--- config.mk ---
export PLATFORM = sky130hd
export DESIGN_NAME = pb_run_detector
export DESIGN_NICKNAME = d
export VERILOG_FILES = /design/src/rtl/pb_run_pkg.sv /design/src/rtl/pb_debouncer.sv /design/src/rtl/pb_run_detector.sv
export SDC_FILE = /design/constraint.sdc
export NUM_CORES = 1
export LEC_CHECK = 0
export BUFFER_PORTS_ARGS = -buffer_cell sky130_fd_sc_hd__buf_2
export CAP_MARGIN = 20
export CORE_MARGIN = 2
export CORE_UTILIZATION = 57
export DETAILED_ROUTE_END_ITERATION = 8
export GPL_ROUTABILITY_DRIVEN = 0
export PLACE_DENSITY = 0.76
export SLEW_MARGIN = 15
export SYNTH_ARGS = -nofsm -noshare
export SYNTH_HDL_FRONTEND = slang
export SYNTH_SLANG_ARGS = --single-unit
--- constraint.sdc ---
create_clock -name CLOCK_50_I -period 2 [get_ports CLOCK_50_I]
set_clock_uncertainty 0.1 [all_clocks]
set_input_delay 0.6 -clock CLOCK_50_I [delete_from_list [all_inputs] [get_ports CLOCK_50_I]]
set_output_delay 0.6 -clock CLOCK_50_I [all_outputs]
set_load 0.005 [all_outputs]
--- src/rtl/pb_run_pkg.sv ---
// Shared types and default parameter values for the push-button run detector.
package pb_run_pkg;

  typedef enum logic [1:0] {
    S_IDLE     = 2'd0,
    S_COUNTING = 2'd1,
    S_MATCHED  = 2'd2
  } state_t;

  localparam int PB_NUM_BUTTONS_DEF    = 4;
  localparam int PB_RUN_LENGTH_DEF     = 3;
  localparam int PB_DEBOUNCE_DEPTH_DEF = 10;
  localparam int PB_TICK_DIV_DEF       = 50000;
  localparam int PB_TIMEOUT_TICKS_DEF  = 2000;

endpackage

--- src/rtl/pb_debouncer.sv ---
// One debounced push-button channel: tick-sampled shift register, OR-stretch
// and rising-edge detect. DEBOUNCE_DEPTH must be at least 2.
module pb_debouncer #(
  parameter int DEBOUNCE_DEPTH = 10
) (
  input  logic CLOCK_50_I,
  input  logic resetn,
  input  logic tick,
  input  logic button_n,
  output logic pressed
);

  logic [DEBOUNCE_DEPTH-1:0] shift_r;
  logic                      status_r;
  logic                      status_buf_r;

  // Sample the inverted raw button on each tick; stretch with OR; delay for edge detect.
  always_ff @(posedge CLOCK_50_I) begin
    if (!resetn) begin
      shift_r      <= '0;
      status_r     <= 1'b0;
      status_buf_r <= 1'b0;
    end else begin
      if (tick) begin
        shift_r <= {shift_r[DEBOUNCE_DEPTH-2:0], ~button_n};
      end
      status_r     <= |shift_r;
      status_buf_r <= status_r;
    end
  end

  assign pressed = status_r & ~status_buf_r;

endmodule

--- src/rtl/pb_run_detector.sv ---
// Debounced N-button run detector: tick divider, lowest-index press select, run FSM.
// Optional inactivity timeout is enabled by defining PB_RUN_TIMEOUT_EN.
module pb_run_detector
  import pb_run_pkg::*;
#(
  parameter int NUM_BUTTONS    = PB_NUM_BUTTONS_DEF,
  parameter int RUN_LENGTH     = PB_RUN_LENGTH_DEF,
  parameter int DEBOUNCE_DEPTH = PB_DEBOUNCE_DEPTH_DEF,
  parameter int TICK_DIV       = PB_TICK_DIV_DEF,
  parameter int TIMEOUT_TICKS  = PB_TIMEOUT_TICKS_DEF,
  localparam int IW = (NUM_BUTTONS > 1) ? $clog2(NUM_BUTTONS) : 1,
  localparam int CW = $clog2(RUN_LENGTH + 1)
) (
  input  logic                   CLOCK_50_I,
  input  logic                   resetn,
  input  logic [NUM_BUTTONS-1:0] PUSH_BUTTON_N_I,
  input  logic                   clear_i,
  output logic [NUM_BUTTONS-1:0] pb_pressed_o,
  output logic [IW-1:0]          run_button_o,
  output logic [CW-1:0]          run_count_o,
  output logic                   matched_o,
  output logic                   match_pulse_o,
  output logic [1:0]             state_o
);

  localparam int TW = (TICK_DIV > 1) ? $clog2(TICK_DIV) : 1;

  logic [TW-1:0] tick_cnt_r;
  logic          tick_s;

  assign tick_s = (tick_cnt_r == TW'(TICK_DIV - 1));

  // Free-running sample-tick divider.
  always_ff @(posedge CLOCK_50_I) begin
    if (!resetn) begin
      tick_cnt_r <= '0;
    end else if (tick_s) begin
      tick_cnt_r <= '0;
    end else begin
      tick_cnt_r <= tick_cnt_r + TW'(1);
    end
  end

  for (genvar gi = 0; gi < NUM_BUTTONS; gi++) begin : g_deb
    pb_debouncer #(.DEBOUNCE_DEPTH(DEBOUNCE_DEPTH)) u_deb (
      .CLOCK_50_I (CLOCK_50_I),
      .resetn     (resetn),
      .tick       (tick_s),
      .button_n   (PUSH_BUTTON_N_I[gi]),
      .pressed    (pb_pressed_o[gi])
    );
  end

  logic          sel_valid_s;
  logic [IW-1:0] sel_idx_s;

  // Lowest-index edge wins: scanning downward lets lower indices overwrite.
  always_comb begin
    sel_valid_s = |pb_pressed_o;
    sel_idx_s   = '0;
    for (int i = NUM_BUTTONS - 1; i >= 0; i--) begin
      sel_idx_s = pb_pressed_o[i] ? IW'(i) : sel_idx_s;
    end
  end

  state_t        state_r, state_nx;
  logic [IW-1:0] run_button_r, button_nx;
  logic [CW-1:0] run_count_r, count_nx;
  logic          matched_r, pulse_r, pulse_nx;
  logic          timeout_hit_s;

`ifdef PB_RUN_TIMEOUT_EN
  localparam int TOW = $clog2(TIMEOUT_TICKS + 1);
  logic [TOW-1:0] to_cnt_r;

  // Inactivity tick counter; restarts on accepted press or whenever idle.
  always_ff @(posedge CLOCK_50_I) begin
    if (!resetn) begin
      to_cnt_r <= '0;
    end else if (sel_valid_s || (state_nx == S_IDLE)) begin
      to_cnt_r <= '0;
    end else if (tick_s && (to_cnt_r != TOW'(TIMEOUT_TICKS))) begin
      to_cnt_r <= to_cnt_r + TOW'(1);
    end
  end

  assign timeout_hit_s = (state_r != S_IDLE) && (to_cnt_r == TOW'(TIMEOUT_TICKS));
`else
  assign timeout_hit_s = 1'b0;
`endif

  // Next-state and next-output logic; clear beats press, press beats timeout.
  always_comb begin
    state_nx  = state_r;
    button_nx = run_button_r;
    count_nx  = run_count_r;
    pulse_nx  = 1'b0;
    if (clear_i) begin
      state_nx  = S_IDLE;
      button_nx = '0;
      count_nx  = '0;
    end else if (sel_valid_s) begin
      case (state_r)
        S_IDLE: begin
          state_nx  = S_COUNTING;
          button_nx = sel_idx_s;
          count_nx  = CW'(1);
        end
        S_COUNTING: begin
          if (sel_idx_s == run_button_r) begin
            count_nx = run_count_r + CW'(1);
            if ((run_count_r + CW'(1)) == CW'(RUN_LENGTH)) begin
              state_nx = S_MATCHED;
              pulse_nx = 1'b1;
            end else begin
              state_nx = S_COUNTING;
            end
          end else begin
            button_nx = sel_idx_s;
            count_nx  = CW'(1);
          end
        end
        S_MATCHED: begin
          if (sel_idx_s == run_button_r) begin
            count_nx = CW'(RUN_LENGTH);
          end else begin
            state_nx  = S_COUNTING;
            button_nx = sel_idx_s;
            count_nx  = CW'(1);
          end
        end
        default: begin
          state_nx  = S_IDLE;
          button_nx = '0;
          count_nx  = '0;
        end
      endcase
    end else if (timeout_hit_s) begin
      state_nx  = S_IDLE;
      button_nx = '0;
      count_nx  = '0;
    end else begin
      state_nx = state_r;
    end
  end

  // FSM state and registered outputs.
  always_ff @(posedge CLOCK_50_I) begin
    if (!resetn) begin
      state_r      <= S_IDLE;
      run_button_r <= '0;
      run_count_r  <= '0;
      matched_r    <= 1'b0;
      pulse_r      <= 1'b0;
    end else begin
      state_r      <= state_nx;
      run_button_r <= button_nx;
      run_count_r  <= count_nx;
      matched_r    <= (state_nx == S_MATCHED);
      pulse_r      <= pulse_nx;
    end
  end

  assign run_button_o  = run_button_r;
  assign run_count_o   = run_count_r;
  assign matched_o     = matched_r;
  assign match_pulse_o = pulse_r;
  assign state_o       = state_r;

endmodule
==> results.cfg <==
[outcome]
outcome = finished, final reports clean

[grt]
track_usage = 0.196
gr-total-overflow = 0
grt_start_max_net_pins = 45
antenna_found_initial = 0
grt_pass1_vias = 2126
grt_pass1_wl_um = 9390

[routing]
remaining_drc_errors = 0
drt_iter0_drc = 136
viasPerCell = 5.16
num_vias = 2303
antenna_left = 0
wl_um = 5150
drt-pass1-iter-count = 4
wl_per_cell_um = 11.5

[synth]
syn-cell-area_sq_um = 2990
synthCells = 354
yosysUniqueCellTypes = 46
ys_ff_latch = 72
ys_seq_area_frac = 0.482
synth.avg_cell_area_sq_um = 8.44
syn-num-nets = 367
yosysWarnings = 0

[cts]
htreeDepth = 3
cts_tree = yes
clock_latency_ns = 0.34
cts-root-buf = clkbuf_8
postCtsHoldBufs = 0
numCtsBuffers = 9
clock_sinks = 72
cts_buffer_depth = 2
cts_setup_buffers = 0
cts-resized-gates = 0
clkTransAtPathRegs_ns = 0.08

[placed_design]
dpl_worst_slack_ns = 0.189
port_buffers = 18
dpl.hpwl_um = 3340
placed_cell_area_sq_um = 3130

[worst_hold_path]
hp-class = input port to flip-flop
hold_start = PUSH_BUTTON_N_I[3]
holdPathEnd = g_deb[3].u_deb.shift_r[0]
hold_depth = 2

[setup_path]
r2r_slack_ns = 0.15
worstPathArrival_ns = 2.04
end_kind = flip-flop
worst-path-max-fanout = 6
critPathLaunchType = flip-flop
r2r_end = state_o[0]
reg2reg_from = g_deb[1].u_deb.status_r
path_class = flip-flop to flip-flop
worstPathRequired_ns = 2.19
reg2regPathDepth = 7

[sta]
final.period_utilization = 0.926
setup_viol = 0
worst_pin_slew_ns = 0.432
fmax_mhz = 540
worst_slack_ns = 0.149
rsz0062_at_grt = no
slew_headroom = 0.711
timing.final.max_slew_violations = 0
layout_min_cycle_time_ns = 1.85
fin_setup_tns_ns = 0
hold_viol_final = 0

[die]
die_w_um = 76.4
start_util = 0.589
boundaryPins = 19
core_area_sq_um = 5070
fp.dieArea_sq_um = 5840
rows = 26
die_h_um = 76.4

[pwr]
power.switching_uw = 579
p_per_area_nw_per_um2 = 783
comb_power_share = 0.017
pwr-share-seq = 0.553
internal-power_mw = 2.03
p_leak_nw = 1.21
clkPwrFrac = 0.430
peakVddDrop_uv = 557
swShare = 0.222

[cells_and_area]
area_growth_pct = 11.5
post_route_cells_drive_above_1_share = 0.152
nNetsFinal = 384
antenna_cells = 0
final_core_util = 0.656
layout_common_cells = 82 x nand2_1, 72 x dfxtp_1, 40 x a21oi_1
mostFrequentLayoutCell = nand2_1
postLayoutCellArea_sq_um = 3330

[flow_run]
drv_cap = 0
-- cell type report --
| cell class | count | area, sq um |
|---|---|---|
| Fill cell | 427 | 1740 |
| Clock buffer | 9 | 124 |
| Sequential cell | 72 | 1440 |
| Timing Repair Buffer | 26 | 163 |
| Clock inverter | 7 | 72.6 |
| Tap cell | 70 | 87.6 |
| Multi-Input combinational cell | 252 | 1410 |
| Inverter | 10 | 37.5 |
-- synthesized netlist by cell type, drive strengths merged --
cell type | n | area share
o22a | 1 | 0.0029
clkinv | 1 | 0.0013
clkbuf | 10 | 0.013
dfxtp | 72 | 0.48
a211o | 2 | 0.0063
nand3 | 12 | 0.020
nor4 | 10 | 0.023
a22oi | 1 | 0.0025
nand2b | 5 | 0.019
nor2 | 31 | 0.039
or4 | 1 | 0.0025
a21boi | 1 | 0.0038
o211ai | 3 | 0.012
and3 | 8 | 0.018
a311oi | 1 | 0.0050
nand4 | 1 | 0.0021
buf | 10 | 0.022
o21ai | 4 | 0.0067
a31oi | 6 | 0.013
nor3b | 1 | 0.0025
inv | 9 | 0.011
xor2 | 8 | 0.023
a2111oi | 1 | 0.0050
nor4b | 1 | 0.0029
a211oi | 6 | 0.015
and2 | 6 | 0.013
or4b | 1 | 0.0034
xnor2 | 7 | 0.021
ha | 6 | 0.025
a21o | 1 | 0.0025
o31ai | 1 | 0.0025
nand2 | 82 | 0.10
a221oi | 1 | 0.0029
nor3 | 3 | 0.0050
a21oi | 40 | 0.067
-- flip-flops by register name, indices dropped and copies added (netlist names) --
name                      flops
run_button_o                  2
tick_cnt_r                   16
state_o                       2
run_count_o                   2
match_pulse_o                 1
g_deb.u_deb.shift_r          40
g_deb.u_deb.status_buf_r      4
matched_o                     1
g_deb.u_deb.status_r          4
-- power by group through the flow --
stage	Combinational [mW]	Sequential, mW	Clock [mW]
after floorplan	0.0260	1.47	0
after global placement	0.0457	1.47	0
after detailed placement	0.0456	1.47	0
after CTS	0.0460	1.44	1.15
after global routing	0.0511	1.44	1.21
final	0.0454	1.44	1.12
-- routing by layer --
metal	global-route usage	wire (um)	vias to the layer above	share of wire
met4	0.0655	76	0	0.015
met3	0.0652	206	7	0.040
met1	0.260	2560	1039	0.50
li1	-	-	1228	-
met5	0	0	-	0
met2	0.302	2310	29	0.45
-- worst max-delay path by stage --
stage | start | endpoint | slack (ns)
2_1_floorplan | tick_cnt_r[0] | g_deb[0].u_deb.shift_r[1] | 0.23
3_3_place_gp | g_deb[1].u_deb.status_buf_r | state_o[0] | 0.23
3_5_place_dp | g_deb[1].u_deb.status_r | state_o[0] | 0.19
4_1_cts | g_deb[1].u_deb.status_r | state_o[0] | 0.16
5_1_grt | g_deb[1].u_deb.status_r | state_o[0] | 0.03
6_report | g_deb[1].u_deb.status_r | state_o[0] | 0.15
-- worst max-delay path, stage by stage (launching register included) --
cell and delay [ns]:
dfxtp_1 0.39, nand2b_4 0.07, clkinv_1 0.10, nand2_1 0.06
a211o_2 0.38, a211o_1 0.30, a31oi_1 0.24, and2_1 0.15
-- cell families (layout without fill, tap and decap cells) --
| logic type | after synthesis | after routing | share of synthesized area |
|---|---|---|---|
| buf+inv | 30 | 52 | 0.0473 |
| fa+ha+maj | 6 | 6 | 0.0251 |
| compound gates | 69 | 69 | 0.147 |
| simple gates | 162 | 162 | 0.254 |
| flops | 72 | 72 | 0.482 |
| xor+xnor | 15 | 15 | 0.0440 |
-- stage by stage --
stage               instances  power [mW]  hold WS, ns
finish                    446        2.61        0.322
detailed placement        430        1.52        0.332
global placement          430        1.52        0.323
floorplan                 354        1.50        0.313
CTS                       446        2.64        0.313
global route              446        2.71        0.312
No activity file was read; power rests on OpenSTA's default activity.
